File: src/rtl/csa_op_sequencer_if.sv
// Request, result and adder-side signals of the carry-select adder operand sequencer.
// The sequencer takes the slave modport; the environment takes master.
interface csa_op_sequencer_if;
   logic        in_valid;
   logic        in_ready;
   logic [63:0] in_a;
   logic [63:0] in_b;
   logic        in_sub;
   logic        res_valid;
   logic        res_ready;
   logic [63:0] res_sum;
   logic        res_cout;
   logic        res_overf;
   logic        res_timeout;
   logic [63:0] csa_ope1;
   logic [63:0] csa_ope2;
   logic        csa_add_sub;
   logic        csa_start;
   logic        csa_complete;
   logic [63:0] csa_sum;
   logic        csa_cout;
   logic        csa_overf;

   modport master (
      output in_valid, in_a, in_b, in_sub, res_ready,
             csa_complete, csa_sum, csa_cout, csa_overf,
      input  in_ready, res_valid, res_sum, res_cout, res_overf, res_timeout,
             csa_ope1, csa_ope2, csa_add_sub, csa_start
   );

   modport slave (
      input  in_valid, in_a, in_b, in_sub, res_ready,
             csa_complete, csa_sum, csa_cout, csa_overf,
      output in_ready, res_valid, res_sum, res_cout, res_overf, res_timeout,
             csa_ope1, csa_ope2, csa_add_sub, csa_start
   );
endinterface

File: src/rtl/csa_op_sequencer.sv
// Operand-issue / result-capture front end for the 64-bit carry-select adder:
// request FIFO, one-at-a-time issue FSM, result holding register and watchdog.
module csa_op_sequencer #(
   parameter int unsigned DEPTH   = 4,
   parameter int unsigned TIMEOUT = 64
) (
   input  logic                   clock,
   input  logic                   reset,
   csa_op_sequencer_if.slave      bus,
   output logic [$clog2(DEPTH):0] fifo_count,
   output logic                   busy
);
   localparam int unsigned AW = $clog2(DEPTH);
   localparam int unsigned CW = (TIMEOUT > 1) ? $clog2(TIMEOUT) : 1;

   typedef enum logic [1:0] {IDLE, WAIT, HOLD} state_t;

   typedef struct packed {
      logic [63:0] a;
      logic [63:0] b;
      logic        sub;
   } req_t;

   req_t          mem [DEPTH];
   req_t          head;
   logic [AW-1:0] wr_ptr;
   logic [AW-1:0] rd_ptr;
   logic [AW:0]   count_nxt;
   logic          push;
   logic          pop;

   state_t        state;
   state_t        state_nxt;
   logic [CW-1:0] cnt;
   logic [CW-1:0] cnt_nxt;
   logic [63:0]   ope1_nxt;
   logic [63:0]   ope2_nxt;
   logic          add_sub_nxt;
   logic          start_nxt;
   logic          rv_nxt;
   logic [63:0]   sum_nxt;
   logic          cout_nxt;
   logic          overf_nxt;
   logic          to_nxt;

   assign push      = bus.in_valid && bus.in_ready;
   assign head      = mem[rd_ptr];
   assign count_nxt = fifo_count + (AW+1)'(push) - (AW+1)'(pop);

   // Storage has no reset; validity is tracked by the pointers and count.
   always_ff @(posedge clock) begin
      if (push) mem[wr_ptr] <= {bus.in_a, bus.in_b, bus.in_sub};
   end

   always_ff @(posedge clock) begin
      if (reset) begin
         wr_ptr       <= '0;
         rd_ptr       <= '0;
         fifo_count   <= '0;
         bus.in_ready <= 1'b1;
      end else begin
         if (push) wr_ptr <= wr_ptr + AW'(1);
         if (pop)  rd_ptr <= rd_ptr + AW'(1);
         fifo_count   <= count_nxt;
         bus.in_ready <= (count_nxt != (AW+1)'(DEPTH));
      end
   end

   // Issue FSM next-state and registered-output values.
   always_comb begin
      state_nxt   = state;
      cnt_nxt     = cnt;
      ope1_nxt    = bus.csa_ope1;
      ope2_nxt    = bus.csa_ope2;
      add_sub_nxt = bus.csa_add_sub;
      start_nxt   = 1'b0;
      rv_nxt      = bus.res_valid;
      sum_nxt     = bus.res_sum;
      cout_nxt    = bus.res_cout;
      overf_nxt   = bus.res_overf;
      to_nxt      = bus.res_timeout;
      pop         = 1'b0;
      case (state)
         IDLE: begin
            if (fifo_count != '0) begin
               pop         = 1'b1;
               ope1_nxt    = head.a;
               ope2_nxt    = head.b;
               add_sub_nxt = head.sub;
               start_nxt   = 1'b1;
               cnt_nxt     = '0;
               state_nxt   = WAIT;
            end
         end
         WAIT: begin
            // A complete in the start cycle belongs to no issued operation.
            if (!bus.csa_start && bus.csa_complete) begin
               sum_nxt   = bus.csa_sum;
               cout_nxt  = bus.csa_cout;
               overf_nxt = bus.csa_overf;
               to_nxt    = 1'b0;
               rv_nxt    = 1'b1;
               state_nxt = HOLD;
            end else begin
               cnt_nxt = cnt + CW'(1);
               if (cnt == CW'(TIMEOUT - 1)) begin
                  sum_nxt   = '0;
                  cout_nxt  = 1'b0;
                  overf_nxt = 1'b0;
                  to_nxt    = 1'b1;
                  rv_nxt    = 1'b1;
                  state_nxt = HOLD;
               end
            end
         end
         HOLD: begin
            if (bus.res_ready) begin
               rv_nxt    = 1'b0;
               state_nxt = IDLE;
            end
         end
         default: state_nxt = IDLE;
      endcase
   end

   always_ff @(posedge clock) begin
      if (reset) begin
         state           <= IDLE;
         cnt             <= '0;
         bus.csa_ope1    <= '0;
         bus.csa_ope2    <= '0;
         bus.csa_add_sub <= 1'b0;
         bus.csa_start   <= 1'b0;
         bus.res_valid   <= 1'b0;
         bus.res_sum     <= '0;
         bus.res_cout    <= 1'b0;
         bus.res_overf   <= 1'b0;
         bus.res_timeout <= 1'b0;
         busy            <= 1'b0;
      end else begin
         state           <= state_nxt;
         cnt             <= cnt_nxt;
         bus.csa_ope1    <= ope1_nxt;
         bus.csa_ope2    <= ope2_nxt;
         bus.csa_add_sub <= add_sub_nxt;
         bus.csa_start   <= start_nxt;
         bus.res_valid   <= rv_nxt;
         bus.res_sum     <= sum_nxt;
         bus.res_cout    <= cout_nxt;
         bus.res_overf   <= overf_nxt;
         bus.res_timeout <= to_nxt;
         busy            <= (state_nxt != IDLE) || (count_nxt != '0);
      end
   end
endmodule

File: src/flat_wrapper.sv
// flat-port wrapper written by rule: the top's interface ports become plain ports
module csa_op_sequencer_flat 
#(
   parameter int unsigned DEPTH   = 4,
   parameter int unsigned TIMEOUT = 64
)
  (clock, reset, fifo_count, busy, bus_in_valid, bus_in_a, bus_in_b, bus_in_sub, bus_res_ready, bus_csa_complete, bus_csa_sum, bus_csa_cout, bus_csa_overf, bus_in_ready, bus_res_valid, bus_res_sum, bus_res_cout, bus_res_overf, bus_res_timeout, bus_csa_ope1, bus_csa_ope2, bus_csa_add_sub, bus_csa_start);
  csa_op_sequencer_if bus_i ();
  input  logic clock;
  input  logic reset;
  output logic [$clog2(DEPTH):0] fifo_count;
  output logic busy;
  input wire logic [$bits(bus_i.in_valid)-1:0] bus_in_valid;
  input wire logic [$bits(bus_i.in_a)-1:0] bus_in_a;
  input wire logic [$bits(bus_i.in_b)-1:0] bus_in_b;
  input wire logic [$bits(bus_i.in_sub)-1:0] bus_in_sub;
  input wire logic [$bits(bus_i.res_ready)-1:0] bus_res_ready;
  input wire logic [$bits(bus_i.csa_complete)-1:0] bus_csa_complete;
  input wire logic [$bits(bus_i.csa_sum)-1:0] bus_csa_sum;
  input wire logic [$bits(bus_i.csa_cout)-1:0] bus_csa_cout;
  input wire logic [$bits(bus_i.csa_overf)-1:0] bus_csa_overf;
  output wire logic [$bits(bus_i.in_ready)-1:0] bus_in_ready;
  output wire logic [$bits(bus_i.res_valid)-1:0] bus_res_valid;
  output wire logic [$bits(bus_i.res_sum)-1:0] bus_res_sum;
  output wire logic [$bits(bus_i.res_cout)-1:0] bus_res_cout;
  output wire logic [$bits(bus_i.res_overf)-1:0] bus_res_overf;
  output wire logic [$bits(bus_i.res_timeout)-1:0] bus_res_timeout;
  output wire logic [$bits(bus_i.csa_ope1)-1:0] bus_csa_ope1;
  output wire logic [$bits(bus_i.csa_ope2)-1:0] bus_csa_ope2;
  output wire logic [$bits(bus_i.csa_add_sub)-1:0] bus_csa_add_sub;
  output wire logic [$bits(bus_i.csa_start)-1:0] bus_csa_start;
  assign bus_i.in_valid = bus_in_valid;
  assign bus_i.in_a = bus_in_a;
  assign bus_i.in_b = bus_in_b;
  assign bus_i.in_sub = bus_in_sub;
  assign bus_i.res_ready = bus_res_ready;
  assign bus_i.csa_complete = bus_csa_complete;
  assign bus_i.csa_sum = bus_csa_sum;
  assign bus_i.csa_cout = bus_csa_cout;
  assign bus_i.csa_overf = bus_csa_overf;
  assign bus_in_ready = bus_i.in_ready;
  assign bus_res_valid = bus_i.res_valid;
  assign bus_res_sum = bus_i.res_sum;
  assign bus_res_cout = bus_i.res_cout;
  assign bus_res_overf = bus_i.res_overf;
  assign bus_res_timeout = bus_i.res_timeout;
  assign bus_csa_ope1 = bus_i.csa_ope1;
  assign bus_csa_ope2 = bus_i.csa_ope2;
  assign bus_csa_add_sub = bus_i.csa_add_sub;
  assign bus_csa_start = bus_i.csa_start;
  csa_op_sequencer #(.DEPTH(DEPTH), .TIMEOUT(TIMEOUT)) u_core (.clock(clock), .reset(reset), .bus(bus_i), .fifo_count(fifo_count), .busy(busy));
endmodule
File: config.mk
export PLATFORM = sky130hd
export DESIGN_NAME = csa_op_sequencer_flat
export DESIGN_NICKNAME = d
export VERILOG_FILES = /design/src/rtl/csa_op_sequencer_if.sv /design/src/rtl/csa_op_sequencer.sv /design/src/flat_wrapper.sv
export SDC_FILE = /design/constraint.sdc
export NUM_CORES = 1
export LEC_CHECK = 0
export ABC_AREA = 1
export BUFFER_PORTS_ARGS = -buffer_cell sky130_fd_sc_hd__buf_2
export CAP_MARGIN = 20
export CORE_ASPECT_RATIO = 1.5
export CORE_MARGIN = 1
export CORE_UTILIZATION = 55
export DETAILED_ROUTE_END_ITERATION = 16
export PLACE_DENSITY = 0.75
export SYNTH_ARGS = -nofsm -noshare
export SYNTH_HDL_FRONTEND = slang
export SYNTH_SLANG_ARGS = --single-unit
File: constraint.sdc
create_clock -name clock -period 8.64 [get_ports clock]
set_input_delay 0 -clock clock [delete_from_list [all_inputs] [get_ports clock]]
set_output_delay 0 -clock clock [all_outputs]
set_load 0.03 [all_outputs]
* Yosys cells after proc, flatten, opt, wreduce, memory -nomap -nowiden
Memories as Yosys holds them, arrays and structs flattened. A register that Yosys moved wholly into a read port is not among the register bits.
Index checks and enable logic that the tools add are counted.
W data, S select, Z words.
** Cells by class
- Multipliers :: 0
- Shift-type cells :: 0
- Multiplexer cells :: 22
- Reduce and logical (&&, ||, !) cells :: 15
- Eq/ne operators :: 8
- Add/subtract/negate cells :: 5
- Div/mod/pow operators :: 0
- Magnitude comparators :: 0
- Bitwise gates (word level) :: 0
** Operators by type and width (number)
- $mux W64 :: 2
- $mux W6 :: 2
- $pmux W6 S2 :: 1
- $mux W1 :: 11
- $mux W2 :: 4
- $reduce_bool A2 Y1 :: 4
- $add A6 B1 Y6 const B :: 1
- $eq A6 B6 Y1 const B :: 1
- $pmux W2 S3 :: 1
- $reduce_and A3 Y1 :: 2
- $reduce_bool A3 Y1 :: 2
- $add A2 B1 Y2 const B :: 2
- $ne A2 B2 Y1 const B :: 2
- $reduce_and A2 Y1 :: 2
- $add A3 B1 Y3 :: 1
- $ne A3 B1 Y1 const B :: 1
- $ne A3 B3 Y1 const B :: 1
- $sub A3 B1 Y3 :: 1
- $eq A2 B1 Y1 const B :: 1
- $eq A2 B2 Y1 const B :: 1
- $logic_and A1 B1 Y1 :: 2
- $logic_not A2 Y1 :: 1
- $ne A2 B1 Y1 const B :: 1
- $pmux W1 S2 :: 1
- other kinds (2) :: 2
** Storage, ports and cells
- Bits in registers :: 86
- Latch bits :: 0
- Memory bits (read-only) :: 0
- Output and inout port bits :: 203
- Bits in writable memories :: 516
- Input port bits :: 200
- Memories kept :: 1
- Word-level logic and storage cells :: 64
** Memory list
- u_core.mem :: words 4, width 129, rd ports 1, clocked after Yosys merged registers in 1, write ports 1, line csa_op_sequencer.sv:24 : req_t mem [DEPTH];

* Logic depth before layout (Yosys ltp)
Gate-level depths: netlist of the first run.
- Depth after elaboration :: 6
- Gate-level depth with buffers :: 14
- Gate-level depth less buffers :: 12

* Worst setup path before layout of the first run
Ideal clock, no wire load.
- Path kind :: register to register
- Start :: reg u_core.bus.in_ready
- End :: mem u_core.mem[0][0] (netlist name) (enable)
- Arrival time :: 6.114 ns
- Slack :: 1.907 ns
- Path buffers :: 0
- Data required time :: 8.021 ns
- Setup time :: 0.619 ns
- Cell stages (with the launch flop) :: 3
- Clock period less this slack :: 6.733 ns
- Cell sequence :: dfxtp_1 -> nand2_1 -> nor2_1
** Between the ends
- Cells in the longest elaborated chain, start to end :: 3
** Ends and longest elaborated chain
- from (decl) :: line csa_op_sequencer_if.sv:34 : output in_ready, res_valid, res_sum, res_cout, res_overf, res_timeout,
- from (signal assigned) :: line csa_op_sequencer.sv:65 : bus.in_ready <= (count_nxt != (AW+1)'(DEPTH));
- $logic_and A1 B1 Y1 :: line csa_op_sequencer.sv:46 : assign push = bus.in_valid && bus.in_ready;
- $mux W1 :: line csa_op_sequencer.sv:52 : if (push) mem[wr_ptr] <= {bus.in_a, bus.in_b, bus.in_sub};
- $mux W1 (implied by the code) :: line csa_op_sequencer.sv:52
- to (decl) :: line csa_op_sequencer.sv:24
Every way passes these cells.

* Worst setup path in the final report of the first run
- Start :: reg u_core.state[1]
- End :: reg u_core.busy
** Between the ends
- Cells in the longest elaborated chain, start to end :: 5
- Elaborated cells between the ends (all ways) :: 13
- Those cells by class :: add/sub (1); eq/ne (2); mux (6); reduce/logical (4)
** Ends and longest elaborated chain
- from (decl) :: line csa_op_sequencer.sv:32 : state_t state;
- from (signal assigned) :: line csa_op_sequencer.sv:141 : state <= state_nxt;
- $logic_not A2 Y1 :: line csa_op_sequencer.sv:83 : case (state)
- $mux W1
- $sub A3 B1 Y3 :: line csa_op_sequencer.sv:48 : assign count_nxt = fifo_count + (AW+1)'(push) - (AW+1)'(pop);
- named net u_core.count_nxt[1] :: line csa_op_sequencer.sv:28 : logic [AW:0] count_nxt;
- $reduce_bool A3 Y1 :: line csa_op_sequencer.sv:152 : busy <= (state_nxt != IDLE) || (count_nxt != '0);
- $logic_or A1 B1 Y1 :: line csa_op_sequencer.sv:152
- to (signal assigned) :: line csa_op_sequencer.sv:152
- to (decl) :: line csa_op_sequencer.sv:11 : output logic busy
The timed path passes the listed nets, and every way through them passes these cells.
A chain may end at the register's enable or synchronous reset.

==> results.cfg, run 1 <==
[outcome]
outcome = finished clean

[synth]
synthTopCellsByCount = edfxtp_1 (516), nor2_1 (506), o21ai_0 (334)
yosysMostFrequentCell = edfxtp_1
synth-seq-cells = 731
yosysWarningCount = 0
synthTopCellsByArea = edfxtp_1 (57%), dfxtp_1 (16%), nor2_1 (7.0%), o21ai_0 (6.2%), o22ai_1 (3.0%)
syn-num-nets = 2463
netlist_area_um2 = 26990
synth_ff_type = edfxtp_1
synth_area_leader_cell = edfxtp_1
ys_seq_area_share_pct = 73.35
syn_inst = 2251
async_flop_share_pct = 0
avgSynthCellArea_um2 = 11.99
synth_edf_count = 516
synth.distinct_cells = 30
yosysTopAreaCellShare_pct = 57.41

[detailed_routing]
vias_per_cell = 5.556
first_iter_violations = 1386
dr.pass1.iters = 6
post-route-drc-count = 0
avgRoutedWirePerCell_um = 19.42
vias = 19490
antenna_left = 0
routed_wl_um = 68110

[global_route]
antenna_found_initial = 8
met2_usage_pct = 47.43
grtUsageMet1_pct = 30.41
use_met3_pct = 4.896
grt_pass1_vias = 19390
grt_overflow_total = 0
grt_use_total_pct = 26.74
grt_first_pass_wirelength_um = 103100
grt_start_max_net_pins = 179
grt_busiest_layer = met2

[finish]
layout-drive-gt1-share_pct = 20.12
multi_input_area_um2 = 6188
nets = 3000
seqCellArea_um2 = 19810
syn_to_final_growth_pct = 23.72
filler_cell_count = 3365
final_util_pct = 68.77

[worst_hold_path]
holdCritPathClass = primary input to flip-flop

[worst_setup_path]
cp.required_ns = 9.09
arrival_ns = 4.02
end_kind = flip-flop
start_kind = flip-flop
path_class = flip-flop to flip-flop
crit_fanout = 85

[floorplan]
start_util_pct = 55.59
io_pins = 403
core-area_um2 = 48560
rows = 99
die_h_um = 273.3
die_w_um = 182.9
dieArea_um2 = 49980

[place]
place_hpwl_um = 37000
gp_congestion = 0.7918
port_buffers = 402

[sta]
fin_setup_tns_ns = 0
worst_pin_slew_ns = 1.126
slew_headroom_pct = 24.94
setup_viol = 0
fmax_mhz = 280.1
final_hold_viol_count = 0
min_period_ns = 3.570
slew_viol_final = 0
timing.final.crit_share_pct = 41.32
finalClockSkew_ns = 0.03460
rsz0062_at_grt = false

[clock_network]
clk_pin_slew_worst_paths_ns = 0.06
cts_tree = done
cts_resized = 0
clock_sinks = 731
clk_path_buf_depth = 3
cts_buffers = 67
cts_root_buf = clkbuf_16
h-tree-depth = 3
insertion_delay_ns = 0.60

[flow_run]
drv_cap = 0

[power]
p_leak_nw = 12.56
ir_worst_vdd_mv = 0.2539
powerDensity_nw_per_um2 = 344.1
## routing by layer
metal / part of all wire, % / up-vias
met5: 0.040 / -
met4: 4.7 / 4
met3: 7.5 / 173
met2: 50 / 871
met1: 38 / 9418
li1: - / 9024
## cells by family (layout without fill, tap and decap cells)
| kind of cell | after synthesis | count (layout) | synth area share (%) |
|---|---|---|---|
| AOI/OAI and AO/OA | 600 | 600 | 11.75 |
| adders and majority gates | 12 | 12 | 0.5841 |
| buffers and inverters | 187 | 779 | 3.871 |
| DFF | 731 | 731 | 73.35 |
| other | 0 | 9 | 0 |
| and+or+nand+nor | 721 | 721 | 10.44 |
## worst max-delay path: stages, from the launching register on
cell and delay, ns:
dfxtp_1 0.35, inv_1 0.10, ha_1 0.32, nand2_8 0.41
inv_4 0.70, ha_1 0.36, inv_1 0.06, ha_1 0.16
fa_1 0.45, nor2_1 0.15, nor2_1 0.06, nor2_1 0.16
nand3_1 0.09
## state kept, by name (all words and copies together) (netlist names)
signal / count
u_core.fifo_count: 3
u_core.bus.res_overf: 1
u_core.bus.res_cout: 1
u_core.bus.csa_start: 1
u_core.cnt: 6
u_core.bus.csa_ope1: 64
u_core.bus.res_sum: 64
u_core.bus.res_valid: 1
u_core.bus.csa_ope2: 64
u_core.rd_ptr: 2
u_core.bus.csa_add_sub: 1
u_core.state: 2
u_core.mem: 516
u_core.bus.res_timeout: 1
u_core.bus.in_ready: 1
u_core.wr_ptr: 2
u_core.busy: 1
## layout make-up
type                       count  share of cell area [%]
tap                          656                   2.458
antenna                        9                 0.06745
clock inverter                36                  0.9592
multi-input combinational   1333                   18.53
inverter                      38                  0.4721
sequential                   731                   59.32
clock buffer                  88                   5.785
timing repair buffer         617                   12.41
## power breakdown
part | switching, W | total (W) | internal [W]
sequential | 0.000384 | 0.00478 | 0.00440
combinational | 0.00271 | 0.00373 | 0.00101
clock | 0.00127 | 0.00298 | 0.00171
## stage by stage
step	hold slack, ns	setup WS [ns]	power (W)	instances	instance area [um2]
finish	0.07942	5.070	0.01149	3508	33390
detailed placement	0.2142	5.117	0.008466	3177	29130
global placement	0.2087	5.193	0.008335	3177	29130
floorplan	0.09235	1.907	0.007461	2251	26990
CTS	0.05593	5.115	0.01151	3498	33350
global route	0.1257	4.881	0.01204	3505	33380
## path summary, 6_finish.rpt
kind,start,to,slack [ns],cells past startpoint
worst max-delay path,u_core.state[1],u_core.busy,5.07,12
worst min-delay path,reset,u_core.bus.csa_start,0.08,3
worst max register to register,u_core.state[1],u_core.busy,5.07,12
worst min register to register,u_core.bus.res_sum[59],u_core.bus.res_sum[59],0.46,2
## cells in the final DEF (no fill, tap or decap), types with 10 or more instances in the layout
cell type,instances
buf_4,16
buf_2,402
a21oi_1,77
dlygate4sd3_1,197
o21ai_1,57
ha_1,11
nand3_1,10
nor2_2,32
clkinv_2,12
o22ai_1,129
inv_1,33
o21ai_0,334
clkbuf_16,72
dfxtp_1,213
nand2_1,166
edfxtp_1,516
nor2_1,502
## timing repair
action	in CTS	in global routing
hold endpoints to repair	586	0
hold buffers	197	0
setup buffers	0	0
Note: power is estimated with default switching activity, not from simulation.
==> inputs of run 2 (changes only) <==
CORE_UTILIZATION = 51   (was 55)
PLACE_DENSITY = 0.73   (was 0.75)
clock period = 2.9 ns   (was 8.64 ns; I/O delays follow)
==> run 2 against run 1 <==
Net effect:
- final cell count is 0.94% higher
- cell area grew 0.87%
- sequential cell count stayed put
- non-clock buffer count up 11
- via count grew 0.25%
- global-route usage down 1.2 points
- largest cell class unchanged
- fmax rose by 48%
- wire length rose by 1.7%
- die area rose by 7.8%
- critical path type unchanged
- clock power rose to 3.0 times the previous value
- setup slack worse by 4.6 ns
- register-to-register slack worse by 4.6 ns
==> results.cfg, run 2 (synthesis results as in run 1) <==
[clock_network]
h-tree-depth = 3
cts_root_buf = clkbuf_16
clock_sinks = 731
clk_pin_slew_worst_paths_ns = 0.06
insertion_delay_ns = 0.62
clk_path_buf_depth = 3
cts_resized = 0
cts_buffers = 68
cts_tree = done

[sta]
slew_viol_final = 0
fin_setup_tns_ns = 0
slew_headroom_pct = 24.75
fmax_mhz = 414.9
final_hold_viol_count = 0
worst_pin_slew_ns = 1.129
setup_viol = 0
finalClockSkew_ns = 0.01864
timing.final.crit_share_pct = 83.11
rsz0062_at_grt = false
min_period_ns = 2.410

[worst_setup_path]
worstSetupEndpoint = u_core.busy
rr_worst_depth = 12
path_class = flip-flop to flip-flop
crit_start = u_core.state[1]
end_kind = flip-flop
r2r-end = u_core.busy
reg2reg_slack_ns = 0.49
start_kind = flip-flop
rr_startpoint = u_core.state[1]
arrival_ns = 2.90
crit_fanout = 4
cp.required_ns = 3.39

[global_route]
grt_pass1_vias = 19720
met2_usage_pct = 45.77
use_met3_pct = 5.503
grt_busiest_layer = met2
antenna_found_initial = 12
grt_overflow_total = 0
grt_use_total_pct = 25.49
grt_start_max_net_pins = 260
grtUsageMet1_pct = 28.32
grt_first_pass_wirelength_um = 106300

[floorplan]
io_pins = 403
die_w_um = 189.8
core-area_um2 = 51940
start_util_pct = 51.96
rows = 102
dieArea_um2 = 53870
die_h_um = 283.8

[detailed_routing]
post-route-drc-count = 0
vias = 19540
antenna_left = 0
avgRoutedWirePerCell_um = 19.55
dr.pass1.iters = 7
first_iter_violations = 1319
routed_wl_um = 69240
vias_per_cell = 5.518

[place]
place_hpwl_um = 36520
port_buffers = 402
gp_congestion = 0.8306

[outcome]
outcome = finished clean

[power]
powerDensity_nw_per_um2 = 1027
ir_worst_vdd_mv = 2.366
p_leak_nw = 12.66

[finish]
final_common_cell = edfxtp_1
largest_register_ffs = 516
syn_to_final_growth_pct = 24.79
nets = 3012
final_util_pct = 64.84
largest-register = u_core.mem
final_cell_mix = edfxtp_1 (516), nor2_1 (502), buf_2 (402), o21ai_0 (334), dfxtp_1 (212)
layout-drive-gt1-share_pct = 20.22

[worst_hold_path]
holdCritPathClass = primary input to flip-flop
min-delay-start = reset

[flow_run]
drv_cap = 0
## run 2: metal layers
metal	vias up	share of wire, %
li1	9063	-
met1	9506	38
met2	826	51
met3	143	7.1
met4	0	3.8
met5	-	0
## run 2: final cells by class
class                      count  area, um2
antenna                       12      30.03
multi-input combinational   1333       6196
clock buffer                  90       1846
tap                          676      845.8
clock inverter                33      429.2
sequential                   731      19810
timing repair buffer         628       4367
inverter                      38      157.7
fill                        3724      18260
## run 2: worst max-delay path: stages, from the launching register on
cell and delay, ns:
dfxtp_1 0.38, inv_1 0.08, ha_1 0.27, nand2_8 0.12, inv_4 0.04, ha_1 0.27
inv_1 0.04, ha_1 0.18, fa_1 0.48, nor2_1 0.17, nor2_1 0.06, nor2_1 0.13
nand3_1 0.08
## run 2: stage by stage
step                      instance area (um2)  setup WS (ns)  cells  hold slack (ns)  total power, W
after detailed placement                29390         0.5208   3208           0.2145         0.02542
after floorplan                         27030        0.01187   2251          0.09235         0.02213
after global placement                  29390         0.5082   3208           0.2078         0.02512
final                                   33680         0.4899   3541          0.02073         0.03458
after CTS                               33650         0.4888   3529          0.03734         0.03470
after global routing                    33680         0.2792   3541          0.06097         0.03633
## run 2: power by group
part | switching [W] | internal [W]
logic | 0.00850 | 0.00319
registers | 0.000735 | 0.0131
clock network | 0.00381 | 0.00525
total | 0.0131 | 0.0215
## run 2: worst min-delay path by stage
stage / to / slack [ns] / cells after the start
finish: u_core.bus.csa_ope2[35] / 0.02 / 4
global route: u_core.bus.csa_ope1[12] / 0.06 / 4
CTS: u_core.bus.csa_ope2[35] / 0.04 / 4
detailed placement: u_core.mem[0][37] / 0.21 / 1
global placement: u_core.mem[2][73] / 0.21 / 1
floorplan: u_core.fifo_count[2] / 0.09 / 1
## run 2: what timing repair did
action / 4_1_cts / 5_1_grt
hold endpoints to repair: 594 / 0
buffers inserted: 0 / 0
endpoints found under the setup margin: 0 / 0
hold buffers: 198 / 0
==> inputs of run 3 (changes only) <==
ABC_AREA = 0   (was 1)
PLACE_DENSITY = 0.74   (was 0.73)
clock period = 2.02 ns   (was 2.9 ns; I/O delays follow)
==> run 3 against run 2 <==
Net effect:
- the flow now finishes with violations (setup timing)
- area after synthesis fell by 2.4%
- power grew 32%
- synthesized cell count is 27% lower
- largest cell class unchanged
- setup slack worse by 0.67 ns
- fmax increased by 9.8%
- wire length fell by 7.6%
- critical endpoint unchanged
- highest routed layer unchanged
- clock power rose by 38%
- non-clock buffer count rose by 30
- sequential power up 40%
- core utilization up 1.7 points
==> results.cfg, run 3 <==
[sta]
rsz0062_at_grt = true
setup_viol = 75
final_hold_viol_count = 0
fin_ws_ns = -0.1756
timing.final.crit_share_pct = 108.7
slew_headroom_pct = 54.02
fmax_mhz = 455.5
hold_slack_ns = 0.1569
finalClockSkew_ns = 0.02063
min_period_ns = 2.196
worst_pin_slew_ns = 0.6897
slew_viol_final = 0

[power]
p_int_w = 0.03037
p_leak_nw = 12.30
p_comb_share_pct = 30.5
powerDensity_nw_per_um2 = 1351
clock_power_share_pct = 27.3
ir_worst_vdd_mv = 1.198
p_sw_share_pct = 33.49
p_sw_w = 0.01529
seq_power_share_pct = 42.2

[synth]
synth_area_leader_cell = edfxtp_1
yosysTopAreaCellShare_pct = 58.83
async_flop_share_pct = 0
netlist_area_um2 = 26340
synth_simple_gate_area_share_pct = 6.760
syn_inst = 1640
synth.distinct_cells = 36
syn-num-nets = 1852
synth-seq-cells = 731
avgSynthCellArea_um2 = 16.06
synthTopCellsByCount = edfxtp_1 (516), nand2_1 (330), dfxtp_1 (215)
synth-xor-area-share_pct = 0.3326
synthTopCellsByArea = edfxtp_1 (59%), dfxtp_1 (16%), mux4_2 (11%), nand2_1 (4.7%), a21oi_1 (3.7%)
synth_edf_count = 516
muxShareOfSynthArea_pct = 11.07
synth_ff_type = edfxtp_1
synth_compound_area_share_pct = 4.095
synth_fa_ha_area_share_pct = 0.5986
synth_top_family_by_area = multiplexers
yosysWarningCount = 0
yosysMostFrequentCell = edfxtp_1
ys_seq_area_share_pct = 75.18

[worst_setup_path]
max_stage_delay_ns = 0.36
rr_worst_depth = 9
r2r-end = u_core.busy
cpLargestDelayFamily = adder cells
crit_buf_inv = 2
end_kind = flip-flop
reg2reg_slack_ns = -0.18
arrival_ns = 2.66
cp.required_ns = 2.48
rr_startpoint = u_core.fifo_count[1]
path_class = flip-flop to flip-flop
crit_path_top_delay_cell = fa_2
crit_top_cell = ha_4
crit_fanout = 2
start_kind = flip-flop
path_cells = o31ai_4 > inv_4 > ha_4 > inv_2 > ha_4 > fa_2 > xnor2_2 > a21oi_1 > or3_1

[place]
gp_congestion = 0.8795
place_hpwl_um = 37290
pre_cts_ws_ns = -0.1936
placedCellCount = 2663
port_buffers = 402

[clock_network]
insertion_delay_ns = 0.60
h-tree-depth = 3
clk_path_buf_depth = 3
cts_root_buf = clkbuf_16
clk_pin_slew_worst_paths_ns = 0.06
cts_buffers = 67
clock_sinks = 731
cts_tree = done

[flow_run]
drv_cap = 0

[global_route]
grt_pass1_vias = 17510
grt_use_total_pct = 24.53
grt_overflow_total = 0
antenna_found_initial = 5
grt_start_max_net_pins = 132
grt_first_pass_wirelength_um = 97810

[outcome]
violations = setup timing
outcome = finished with violations

[detailed_routing]
routed_wl_um = 63970
vias_per_cell = 5.506
vias = 16480
first_iter_violations = 980
avgRoutedWirePerCell_um = 21.37
antenna_left = 0
post-route-drc-count = 0
dr.pass1.iters = 7

[floorplan]
rows = 101
die_w_um = 187.5
die_h_um = 280.3
dieArea_um2 = 52570
core-area_um2 = 50800
start_util_pct = 51.84
io_pins = 403

[finish]
layout-drive-gt1-share_pct = 31.15
fin_cells = 2993
largest_register_ffs = 516
nets = 2475
syn_to_final_growth_pct = 28.38
final_cell_mix = edfxtp_1 (516), buf_2 (401), nand2_1 (330), dfxtp_1 (207), dlygate4sd3_1 (199)
final_common_cell = edfxtp_1
largest-register = u_core.mem

[worst_hold_path]
hold_depth = 2
holdCritPathClass = primary input to flip-flop
hold_path_end = u_core.mem[1][45]
min-delay-start = bus_in_b[44]
## run 3: worst max-delay path by stage
stage,start,to,cells past startpoint
6_report,u_core.fifo_count[1],u_core.busy,9
5_1_grt,u_core.fifo_count[1],u_core.busy,9
4_1_cts,u_core.fifo_count[1],u_core.busy,9
3_5_place_dp,u_core.state[0],u_core.busy,11
3_3_place_gp,u_core.state[0],u_core.busy,11
2_1_floorplan,u_core.fifo_count[1],u_core.busy,10
## run 3: cells by family (layout without fill, tap and decap cells)
family,Yosys count,after routing
AOI/OAI and AO/OA,206,206
xor gates and xnor gates,10,10
adders and majority gates,12,12
buffers and inverters,118,796
DFF,731,731
muxes,130,130
other,0,6
and+or+nand+nor,433,433
## run 3: stage by stage
step                total power, W  cell area, um2  utilization (%)  TNS (ns)
floorplan                  0.02852           26420                -   -0.6780
global placement           0.03271           29610            58.29   -0.1646
detailed placement         0.03308           29610            58.29    -3.640
CTS                        0.04587           33780            66.49    -4.030
global route               0.04768           33810            66.55    -13.34
finish                     0.04567           33810            66.55    -5.968
## run 3: layer usage
metal  wire length (um)  vias up  global-route usage (%)  part of all wire (%)
met2              33780      747                   44.60                    53
met4               2460        0                   11.47                   3.8
met5                  0        -                       0                     0
met3               4285      126                   4.866                   6.7
met1              23450     8215                   27.58                    37
li1                   -     7392                       -                     -
## run 3: cell type report
type                            count  area [um2]
Timing Repair Buffer              658        4821
Inverter                           14       55.05
Fill cell                        3402       16990
Multi-Input combinational cell    791        6093
Tap cell                          669       837.1
Clock buffer                       89        1853
Clock inverter                     35       319.1
Antenna cell                        6       15.01
Sequential cell                   731       19820
## run 3: worst reg2reg max path: cells and delay by family, from the launching register on
family                     cells  cell delay [ns]
xor gates and xnor gates       1             0.17
DFF                            1             0.35
AOI/OAI and AO/OA              2             0.38
adders and majority gates      3             0.77
buffers and inverters          2             0.10
and+or+nand+nor                1             0.32
## run 3: timing repair
item                                    in CTS  in global routing
resized for setup                            2                  3
endpoints found under the setup margin      89                 91
hold endpoints to repair                   631                  0
gates cloned                                 0                  0
pin swaps                                    1                  2
hold buffers                               199                  0
setup buffers                                0                  1
## run 3: power by group through the flow
| stage | registers [W] | clock network [W] | logic, W |
|---|---|---|---|
| 6_report | 0.0193 | 0.0125 | 0.0140 |
| 5_1_grt | 0.0194 | 0.0133 | 0.0150 |
| 4_1_cts | 0.0192 | 0.0127 | 0.0140 |
| 3_5_place_dp | 0.0195 | 0 | 0.0136 |
| 3_3_place_gp | 0.0194 | 0 | 0.0133 |
| 2_1_floorplan | 0.0218 | 0 | 0.00667 |
